$ cat config.mk
export PLATFORM = sky130hd
export DESIGN_NAME = mem_port_arbiter
export DESIGN_NICKNAME = d
export VERILOG_FILES = /design/src/rtl/mem_port_arbiter.sv
export SDC_FILE = /design/constraint.sdc
export NUM_CORES = 1
export LEC_CHECK = 0
export ABC_AREA = 1
export CORE_UTILIZATION = 67
export DETAILED_ROUTE_END_ITERATION = 6
export DONT_BUFFER_PORTS = 1
export GPL_TIMING_DRIVEN = 1
export HOLD_SLACK_MARGIN = 0.12
export PLACE_DENSITY_LB_ADDON = 0.25
export SLEW_MARGIN = 20
export SYNTH_ARGS = -nofsm -noshare
export SYNTH_HDL_FRONTEND = slang
export SYNTH_SLANG_ARGS = --single-unit
$ cat constraint.sdc
create_clock -name clk -period 6.35 [get_ports clk]
set_input_delay 1.27 -clock clk [delete_from_list [all_inputs] [get_ports clk]]
set_output_delay 1.27 -clock clk [all_outputs]
set_load 0.05 [all_outputs]
$ cat src/rtl/mem_port_arbiter.sv
// mem_port_arbiter: shares one single-ported, fixed-latency memory between
// the fetch stage (I-side, read-only) and the memory stage (D-side, read/write).
// Each access runs grant -> one-cycle mem_en -> latency count -> ready pulse.
// Optional feature macro: STARVE_GUARD_EN (bounds consecutive D grants while
// a fetch is waiting; without it D has strict priority).
module mem_port_arbiter #(
  parameter int unsigned MEM_LAT      = 4,
  parameter int unsigned MAX_D_STREAK = 3
) (
  input  logic        clk,
  input  logic        rst,
  input  logic        if_req,
  input  logic [15:0] if_addr,
  output logic        if_ready,
  output logic [15:0] if_data,
  input  logic        d_req,
  input  logic        d_wr,
  input  logic [15:0] d_addr,
  input  logic [15:0] d_wdata,
  output logic        d_ready,
  output logic [15:0] d_rdata,
  output logic        mem_en,
  output logic        mem_wr,
  output logic [15:0] mem_addr,
  output logic [15:0] mem_wdata,
  input  logic [15:0] mem_rdata
);

  if (MEM_LAT < 1 || MEM_LAT > 15 || MAX_D_STREAK < 1) begin : g_bad_param
    $error("mem_port_arbiter: MEM_LAT must be 1..15 and MAX_D_STREAK >= 1");
  end

  typedef enum logic [1:0] {IDLE, ACCESS, RESP} state_t;

  localparam logic [3:0] LAT = 4'(MEM_LAT);

  state_t     state;
  logic [3:0] lat_cnt;
  logic       owner_d;
  logic       grant_d;
  logic       any_req;

  assign any_req = d_req | if_req;

`ifdef STARVE_GUARD_EN
  localparam logic [7:0] STREAK_MAX = 8'(MAX_D_STREAK);

  logic [7:0] streak;

  // D wins unless fetch has already waited through a full streak of D grants
  always_comb begin
    grant_d = d_req && !(if_req && (streak == STREAK_MAX));
  end

  // Count consecutive D grants taken while a fetch was pending
  always_ff @(posedge clk or posedge rst) begin
    if (rst) begin
      streak <= '0;
    end else if (state == IDLE && any_req) begin
      if (grant_d && if_req) begin
        if (streak != STREAK_MAX) streak <= streak + 8'd1;
      end else begin
        streak <= '0;
      end
    end
  end
`else
  // Strict D priority: the memory stage holds the older instruction
  always_comb begin
    grant_d = d_req;
  end
`endif

  // Access sequencer: latch request, pulse mem_en, count latency, return data.
  // Ready/data are registered in RESP, so the pulse is visible in the cycle
  // the FSM is back in IDLE; the requester drops req in that cycle.
  always_ff @(posedge clk or posedge rst) begin
    if (rst) begin
      state     <= IDLE;
      lat_cnt   <= '0;
      owner_d   <= 1'b0;
      if_ready  <= 1'b0;
      if_data   <= '0;
      d_ready   <= 1'b0;
      d_rdata   <= '0;
      mem_en    <= 1'b0;
      mem_wr    <= 1'b0;
      mem_addr  <= '0;
      mem_wdata <= '0;
    end else begin
      mem_en   <= 1'b0;
      if_ready <= 1'b0;
      d_ready  <= 1'b0;
      case (state)
        IDLE: begin
          if (any_req) begin
            owner_d   <= grant_d;
            mem_addr  <= grant_d ? d_addr : if_addr;
            mem_wr    <= grant_d & d_wr;
            mem_wdata <= grant_d ? d_wdata : '0;
            mem_en    <= 1'b1;
            lat_cnt   <= 4'd1;
            state     <= ACCESS;
          end
        end
        ACCESS: begin
          if (lat_cnt == LAT) begin
            state <= RESP;
          end else begin
            lat_cnt <= lat_cnt + 4'd1;
          end
        end
        RESP: begin
          if (owner_d) begin
            d_ready <= 1'b1;
            if (!mem_wr) d_rdata <= mem_rdata;
          end else begin
            if_ready <= 1'b1;
            if_data  <= mem_rdata;
          end
          lat_cnt <= '0;
          state   <= IDLE;
        end
        default: state <= IDLE;
      endcase
    end
  end

endmodule

# Word-level counts from Yosys, hierarchy flattened
# Index checks and enable logic that the tools add are counted.
# op_classes
add_sub_neg,1
eq_ne,6
mux,14
bitwise,4
n_reduce_logical,7
# ops
cell,n
$mux 16,2
$pmux 4 s3,1
$mux 4,2
$mux 1,6
$ne 2x2->1 const B,3
$reduce_and 2->1,3
$reduce_and 3->1,2
$add 4x1->4 const B,1
$eq 4x3->1 const B,1
$mux 2,2
$pmux 2 s2,1
$reduce_bool 3->1,1
$eq 2x1->1 const B,1
$eq 2x2->1 const B,1
$logic_not 2->1,1
$not 1->1,2
$and 1x1->1,1
$or 1x1->1,1
# totals
reg_bits,75

# Depth between registers and ports, before layout
# Gate-level depths: netlist of run 1.
# depth
ltp_word,3
mapped_depth,8

# Worst setup path before layout of run 1
# Ideal clock, no wire load.
# synth_timing
kind,input -> register
start,input port d_req
end,register mem_addr[0]
setup_ns,0.124
arrival_ns,1.879
slack_ns,4.347
stages,6
path_buffers,2
cell_sequence,buf_6 nor2_8 nor2_8 buf_6 nor2_1 a21oi_2
# synth_between
elab_chain_cells,2
word_cells_on_any_way,3
# synth_lines
item,line,text
start: declaration,16,"input logic d_req,"
$or 1x1->1,43,assign any_req = d_req | if_req;
$reduce_and 2->1 (no line),-,
end signal: assignment,98,mem_addr <= grant_d ? d_addr : if_addr;
end: declaration,24,"output logic [15:0] mem_addr,"
# Several ways; a longest one is shown, not always the timed one.
# A chain may end at the register's enable or synchronous reset.

# Worst setup path in the final report of run 1
# layout_timing
start,register mem_wdata[12]
end,output port mem_wdata[12]
# layout_lines
item,line,text
start: declaration,25,"output logic [15:0] mem_wdata,"
start signal: assignment,100,mem_wdata <= grant_d ? d_wdata : '0;
# No word-level cell between the ends.

==> results of run 1 <==
==> worst min-delay path, stage by stage, from the launching register on <==
cell and delay, ps:
dfrtp_1 350, nand2_1 50, inv_1 60
==> cell type report <==
| class | instances | area (um^2) |
|---|---|---|
| clock buffer | 9 | 124 |
| tap | 54 | 67.6 |
| multi-input combinational | 224 | 1100 |
| sequential | 75 | 1880 |
| fill | 346 | 1270 |
| timing repair buffer | 1 | 7.51 |
| inverter | 44 | 168 |
| clock inverter | 7 | 76.3 |
==> logic make-up (layout without fill, tap and decap cells) <==
group,after synthesis,after routing,synth area share [%]
AO/OA/AOI/OAI,84,84,13.4
AND/OR/NAND/NOR,132,132,17.4
XOR/XNOR,1,1,0.269
flip-flops,75,75,57.6
buffers and inverters,63,61,8.75
adder cells (fa/ha/maj),7,7,2.69
==> path summary, 6_finish.rpt <==
path / start / endpoint / slack [ps] / depth (start not counted)
hold / removal: owner_d / d_ready / 500 / 2
setup / recovery: mem_wdata[12] / mem_wdata[12] / 4070 / 0
setup reg to reg: state[0] / mem_wr / 4220 / 6
max in group asynchronous: rst / mem_addr[1] / 4660 / 2
hold reg to reg: owner_d / d_ready / 500 / 2
min in group asynchronous: rst / mem_addr[3] / 1070 / 2
==> cell usage after synthesis (all sizes together) <==
cell / instances / area [um^2]
nand2: 86 / 325
a21oi: 17 / 100
buf: 12 / 91.3
clkbuf: 7 / 26.3
nor2: 20 / 108
dfrtp: 75 / 1880
nand3: 24 / 120
inv: 44 / 168
ha: 7 / 87.6
xor2: 1 / 8.76
o21ai: 67 / 335
nand4: 2 / 12.5
==> per-layer routing <==
metal	share of wire, %	track usage [%]	vias to the layer above
met4	1.7	12.6	0
met3	8.9	8.86	12
met5	0	0	-
met2	48	41.1	103
met1	41	30.3	1077
li1	-	-	1140
==> flip-flops by register name, indices dropped and copies added (netlist names) <==
name and cells:
owner_d 1, mem_addr 16, d_ready 1, d_rdata 16, mem_en 1, mem_wr 1, if_ready 1, state 2
lat_cnt 4, mem_wdata 16, if_data 16
==> metrics by stage <==
| stage | instance area [um^2] | hold slack (ps) | utilization [%] | std cells | setup slack (ps) |
|---|---|---|---|---|---|
| after floorplan | 3260 | 454 | - | 362 | 3170 |
| after global placement | 3220 | 475 | 68.6 | 398 | 4270 |
| after detailed placement | 3220 | 482 | 68.6 | 398 | 4240 |
| after CTS | 3420 | 501 | 72.8 | 414 | 4040 |
| after global routing | 3420 | 549 | 72.8 | 414 | 4010 |
| final | 3420 | 500 | 72.8 | 414 | 4070 |
==> summary.txt, run 1 <==
Status
  • Status: finished clean

Timing
  • Final worst path period share: 36.0%
  • FMAX: roughly 440 MHz
  • Worst slew pin tran: 925 ps
  • Final min period: 2280 ps
  • Layout Skew: ~6.9 ps
  • TNS Setup: 0 ps
  • Max transition margin: 38.2%
  • Final max-slew violation count: 0
  • Hold Violations, Final: 0
  • # setup viols final: 0
  • RSZ-0062 raised after global routing: false

Logic synthesis
  • Unique masters post-synth: 18
  • Cell count after synthesis: 362
  • Syn nets: 438
  • Post-synthesis sequential area ratio: 57.6%
  • #FFs+latches synth: 75
  • Mean area per synthesized cell: 9.00 um^2
  • Synthesized area: 3260 um^2
  • Synth Warn #: 0

Clock tree
  • CTS root buffer: clkbuf_8
  • Clock Latency Late Sink: 340 ps
  • Hold Buf Count CTS: 0
  • Post CTS Setup Buffer Count: 0
  • CTS tree: done
  • Resized Gates After CTS: 0
  • Total number of H-tree levels: 3
  • Clk buf depth: 2
  • Num CTS Buffers: 9
  • Clk pin slew, worst setup/hold paths: 80 ps
  • Clock tree sinks: 75

Setup path
  • Setup crit end kind: output port
  • CP arrival: 1010 ps
  • Crit path kind: flop to output port
  • Crit-path max FO: 2
  • WP data required: 5080 ps
  • Critical path launch point type: flop

Floorplan
  • Die width: 71.7 um
  • Core region area: 4690 um^2
  • Die area: between 5000 and 6000 um^2
  • # rows: 25
  • Die Ht: roughly 72 um
  • Starting Density: between 60% and 70%
  • I/O pin total: between 100 and 150

Run
  • Max cap viols: 0

Finish
  • Commonest non-fill, non-tap cell in the layout: nand2_1
  • Ant. Diodes: 0
  • Post-layout nets: 431
  • Share of layout cells above drive strength 1: under 10%
  • Commonest cells after routing, fill and taps aside: nand2_1 (85), dfrtp_1 (75), o21ai_0 (65)
  • Synth-to-layout area growth: 4.84%

Drt
  • Detailed Route WL: ~6200 um
  • First DRT Iteration DRCs: 160
  • Drt pass-1 iters: 4
  • DRC: 0
  • Routed len/inst: 15.0 um
  • Vias post-DR: between 2000 and 2500
  • Antenna viol nets, final: 0
  • Vias per cell: 5.63

Place
  • IO Port Bufs: 0
  • Hpwl dp: ~4200 um
  • RD Place Congestion: 0.855

Global routing
  • All-Layer GR Usage: between 20% and 30%
  • Vias in the first global route: 2150
  • First-pass GRT wire length: 9920 um
  • Largest net degree at the start of global routing: 76
  • Initial antenna violation count: 0
  • Overflow after GRT: 0

Worst hold path
  • Worst min path class: flop to flop
Power of run 1 is not shown: default switching activity piles up to over one toggle a cycle in this logic, so the estimate is an artifact.
==> run 2: changes to the inputs <==
--- a/config.mk
+++ b/config.mk
@@ -6,7 +6,7 @@
 export NUM_CORES = 1
 export LEC_CHECK = 0
 export ABC_AREA = 1
-export CORE_UTILIZATION = 67
+export CORE_UTILIZATION = 56
 export DETAILED_ROUTE_END_ITERATION = 6
 export DONT_BUFFER_PORTS = 1
 export GPL_TIMING_DRIVEN = 1
==> constraint.sdc (replaced) <==
create_clock -name clk -period 1.95 [get_ports clk]
set_input_delay 0.39 -clock clk [delete_from_list [all_inputs] [get_ports clk]]
set_output_delay 0.39 -clock clk [all_outputs]
set_load 0.05 [all_outputs]
==> run 2 against run 1 <==
Effect of this change:
- sequential cell count unchanged
- cell area up 1.6%
- clock skew up 0.88 ps
- sequential share of layout area down 0.85 points
- non-clock buffer count up 6
- global-route usage down 4.5 points
- setup slack worse by 3700 ps
- cell count up 5.8%
- clock-buffer cell count up 3
- via count down 2.0%
- critical path type is now flop to flop
==> summary.txt, run 2 (same netlist as run 1, synthesis figures left out) <==
Global routing
  • Largest net degree at the start of global routing: 52
  • Vias in the first global route: 2101
  • Overflow after GRT: 0
  • Initial antenna violation count: 0
  • First-pass GRT wire length: 9820 um
  • All-Layer GR Usage: 20.8%

Setup path
  • R2r endpoint: mem_wr
  • WP data required: 2210 ps
  • Critical path launch point type: flop
  • CP arrival: 1820 ps
  • Crit-path max FO: 37
  • R2R Path Start: state[0]
  • Setup crit end kind: flop
  • R2R depth: 6
  • Crit path kind: flop to flop
  • R2R Setup Slk: 390 ps

Clock tree
  • Clk buf depth: 2
  • CTS root buffer: clkbuf_8
  • Total number of H-tree levels: 3
  • Clock Latency Late Sink: 340 ps
  • Clk pin slew, worst setup/hold paths: 70 ps
  • CTS tree: done
  • Post CTS Setup Buffer Count: 0
  • Clock tree sinks: 75
  • Num CTS Buffers: 9

Floorplan
  • Die width: 78.3 um
  • # rows: 27
  • I/O pin total: between 100 and 150
  • Starting Density: 58.5%
  • Die Ht: 78.3 um
  • Core region area: 5570 um^2
  • Die area: between 6000 and 7000 um^2

Finish
  • Share of layout cells above drive strength 1: approximately 8.2%
  • Commonest non-fill, non-tap cell in the layout: nand2_1
  • Cell Count, Final, Fillers Out: between 400 and 500
  • Ant. Diodes: 0
  • Synth-to-layout area growth: 6.49%
  • Fillers: 489
  • Commonest cells after routing, fill and taps aside: nand2_1 (85), dfrtp_1 (75), o21ai_0 (65)
  • Post-layout nets: roughly 440

Timing
  • Hold Violations, Final: 0
  • Final min period: between 1500 and 2000 ps
  • TNS Setup: 0 ps
  • FMAX: 641 MHz
  • # setup viols final: 0
  • Final worst path period share: 80.0%
  • Layout Skew: 7.76 ps
  • RSZ-0062 raised after global routing: false
  • Max transition margin: 60.2%
  • Final max-slew violation count: 0
  • Worst slew pin tran: 596 ps

Worst hold path
  • HP Start: d_wdata[6]
  • Worst min path class: primary input to flop
  • Worst Hold Endpoint: mem_wdata[6]
  • Hold depth: 2

Status
  • Status: finished clean

Drt
  • Antenna viol nets, final: 0
  • Routed len/inst: 14.0 um
  • Drt pass-1 iters: 4
  • DRC: 0
  • Vias post-DR: 2285
  • First DRT Iteration DRCs: 211
  • Vias per cell: 5.22
  • Detailed Route WL: 6140 um

Place
  • RD Place Congestion: just over 0.8
  • Cells after DPL: 421
  • Hpwl dp: 4320 um
  • IO Port Bufs: 0

Run
  • Max cap viols: 0
## run 2: cell types whose count changed in the layout (fill, tap and decap cells not counted), sizes merged
cell         previous run  this run
clkbuf                  9        12
clkinvlp                2         3
dlygate4sd3             0         1
buf                     1         6
inv                    46        43
bufinv                  1         0
## run 2: routing by layer
| layer | track usage, % | up-vias | share of wire (%) |
|---|---|---|---|
| met5 | 0 | - | 0 |
| met4 | 10.0 | 0 | 1.4 |
| met1 | 24.9 | 1038 | 44 |
| met3 | 7.33 | 8 | 7.2 |
| met2 | 33.6 | 87 | 47 |
| li1 | - | 1152 | - |
## run 2: critical path: stages, from the launching register on
cell and delay, ps:
dfrtp_1 420, inv_1 110, ha_1 230, inv_4 110
nor2_8 400, nand3_1 110, o21ai_1 100
## run 2: area by class of cell
| type | instances | area, um^2 | share of cell area [%] |
|---|---|---|---|
| multi-input cells | 224 | 1100 | 31.6 |
| flip-flops and latches | 75 | 1880 | 54.1 |
| clock buffers | 12 | 155 | 4.47 |
| inverters | 44 | 171 | 4.94 |
| repair buffers | 7 | 55.1 | 1.59 |
| clock inverters | 4 | 25.0 | 0.721 |
| well taps | 72 | 90.1 | 2.60 |
## run 2: timing repair
action                                 in CTS  in global routing
hold buffers                                1                  0
endpoints found under the hold margin      25                  0
resized for setup                           0                  0
## run 2: worst max path at each step
stage	start	slack, ps	end
4_1_cts	state[1]	370	mem_wr
3_3_place_gp	state[0]	460	mem_wr
6_report	state[0]	390	mem_wr
5_1_grt	state[0]	200	mem_addr[15]
2_1_floorplan	state[0]	600	mem_addr[1]
3_5_place_dp	state[1]	380	mem_wr
## run 2: metrics by stage
| stage | utilization, % | setup WS, ps | area, um^2 | hold slack [ps] |
|---|---|---|---|---|
| 2_1_floorplan | - | 596 | 3260 | 454 |
| 3_3_place_gp | 58.9 | 456 | 3280 | 354 |
| 3_5_place_dp | 58.9 | 380 | 3280 | 363 |
| 4_1_cts | 62.3 | 366 | 3470 | 173 |
| 5_1_grt | 62.3 | 202 | 3470 | 177 |
| 6_report | 62.3 | 390 | 3470 | 193 |
Power of run 2 is left out for the same reason.
==> run 3: changes to the inputs <==
--- a/config.mk
+++ b/config.mk
@@ -6,7 +6,7 @@
 export NUM_CORES = 1
 export LEC_CHECK = 0
 export ABC_AREA = 1
-export CORE_UTILIZATION = 56
+export CORE_UTILIZATION = 62
 export DETAILED_ROUTE_END_ITERATION = 6
 export DONT_BUFFER_PORTS = 1
 export GPL_TIMING_DRIVEN = 1
==> constraint.sdc (replaced) <==
create_clock -name clk -period 1.45 [get_ports clk]
set_input_delay 0.29 -clock clk [delete_from_list [all_inputs] [get_ports clk]]
set_output_delay 0.29 -clock clk [all_outputs]
set_load 0.05 [all_outputs]
==> run 3 against run 2 <==
Effect of this change:
- die area is 9.4% lower
- utilization up 16 points
- clock skew grew 5.1 ps
- register-to-register slack worse by 320 ps
- setup slack got worse by 320 ps
- routed wire length grew 21%
- via count grew 13%
- clock-buffer cell count is 3 lower
==> summary.txt, run 3 (same netlist as run 1, synthesis figures left out) <==
Status
  • Status: finished clean

Floorplan
  • Die area: about 5600 um^2
  • Starting Density: 64.2%
  • # rows: 26
  • Die Ht: 74.5 um
  • I/O pin total: roughly 140
  • Core region area: 5070 um^2
  • Die width: approximately 75 um

Drt
  • Vias post-DR: between 2000 and 3000
  • Top sig layer: met4
  • Antenna viol nets, final: 0
  • WL met1: 2950 um
  • Drt pass-1 iters: 4
  • DRC: 0
  • WL met3: roughly 530 um
  • Detailed Route WL: 7430 um
  • First DRT Iteration DRCs: around 150
  • Routed len/inst: 15.7 um
  • Vias per cell: approximately 5.4
  • DR WL met2: 3770 um

Finish
  • Commonest cells after routing, fill and taps aside: nand2_1 (84), dfrtp_1 (74), o21ai_0 (60)
  • Commonest non-fill, non-tap cell in the layout: nand2_1
  • Share of layout cells above drive strength 1: 10.9%
  • Post-layout nets: roughly 480
  • Ant. Diodes: 0
  • Synth-to-layout area growth: 21.3%

Global routing
  • First-pass GRT wire length: 10300 um
  • Overflow after GRT: 0
  • Vias in the first global route: ~2300
  • Initial antenna violation count: 0
  • All-Layer GR Usage: 25.3%
  • Largest net degree at the start of global routing: 76

Clock tree
  • Clk pin slew, worst setup/hold paths: 80 ps
  • Clock tree sinks: 75
  • CTS root buffer: clkbuf_8
  • CTS tree: done
  • Clk buf depth: 2
  • Total number of H-tree levels: 3
  • Clock Latency Late Sink: 360 ps
  • Num CTS Buffers: 9

Setup path
  • R2R Setup Slk: 70 ps
  • R2R Path Start: state[1]
  • WP data required: 1720 ps
  • CP Capture Point: mem_addr[5]
  • Setup crit end kind: flop
  • Worst path top cell family by delay: flip-flops
  • Crit path kind: flop to flop
  • Number of buffers and inverters on the critical path: 3
  • Crit-path max FO: 37
  • R2R depth: 7
  • Worst Setup SP: state[1]
  • Worst path depth: 7
  • Critical path launch point type: flop
  • CP arrival: 1650 ps
  • Cells along the critical path: inv_2 > ha_4 > inv_4 > nor2_8 > buf_12 > nor2_1 > a21oi_1
  • Slowest CP cell: dfrtp_2
  • R2r endpoint: mem_addr[5]
  • CP peak stage delay: 450 ps

Run
  • Max cap viols: 0

Place
  • RD Place Congestion: just under 0.9
  • Hpwl dp: approximately 4200 um
  • IO Port Bufs: 0
  • Post-Place Worst Slack: -18.7 ps

Worst hold path
  • Worst min path class: primary input to flop

Timing
  • FMAX: 726 MHz
  • Max transition margin: between 40% and 50%
  • # setup viols final: 0
  • Final max-slew violation count: 0
  • Setup ws final: slightly above 70 ps
  • Final min period: 1380 ps
  • Layout Skew: 12.8 ps
  • Final worst path period share: 95.0%
  • Hold Violations, Final: 0
  • Worst slew pin tran: 779 ps
==> run 3: changes by cell type in the layout (fill, tap and decap cells not counted), moves of 3 or more <==
cell	previous run	this run
o21ai_0	65	60
inv_1	42	39
o21ai_1	2	7
buf_12	0	4
ha_1	7	4
dlygate4sd3_1	1	34
inv_2	0	3
==> run 3: how the worst min path moves through the flow <==
stage	start	end	slack, ps	cells after the start
CTS	d_req	mem_wdata[6]	120	2
detailed placement	rst	mem_addr[3]	300	2
finish	d_req	mem_addr[10]	130	3
global placement	rst	if_data[6]	300	2
floorplan	d_wdata[15]	mem_wdata[15]	430	2
global route	d_req	mem_addr[13]	150	3
==> run 3: final cells by class <==
| class | instances | area [um^2] |
|---|---|---|
| flip-flops and latches | 75 | 1880 |
| multi-input cells | 224 | 1130 |
| fillers | 311 | 1120 |
| repair buffers | 45 | 490 |
| inverters | 44 | 171 |
| clock buffers | 9 | 124 |
| well taps | 70 | 87.6 |
| clock inverters | 7 | 76.3 |
==> run 3: stage by stage <==
step           utilization, %  instances  setup TNS (ps)  area [um^2]  hold WS, ps
2_1_floorplan               -        362               0         3260          431
3_3_place_gp             65.9        421               0         3340          302
3_5_place_dp             65.9        421           -64.1         3340          301
4_1_cts                  76.6        471               0         3890          120
5_1_grt                  77.9        474            -106         3960          147
6_report                 77.9        474               0         3960          135
==> run 3: layer usage <==
layer | vias up | GRT usage [%]
met1 | 1225 | 28.7
met2 | 108 | 43.0
met3 | 19 | 7.05
met5 | - | 0
met4 | 0 | 14.5
li1 | 1227 | -
==> run 3: repair_timing <==
action	CTS	global route
setup endpoints to repair	14	51
gates resized for setup	1	14
cloned	0	1
hold buffers	34	0
pin swaps	0	1
buffers inserted	0	2
endpoints found under the hold margin	122	0
==> run 3: worst reg2reg max path: cells and delay by family, from the launching register on <==
family / cells / cell delay (ps)
AOI/OAI and AO/OA: 1 / 150
adders and majority gates: 1 / 170
buffers and inverters: 3 / 340
DFF: 1 / 450
and+or+nand+nor: 2 / 180
Power of run 3 is left out for the same reason.
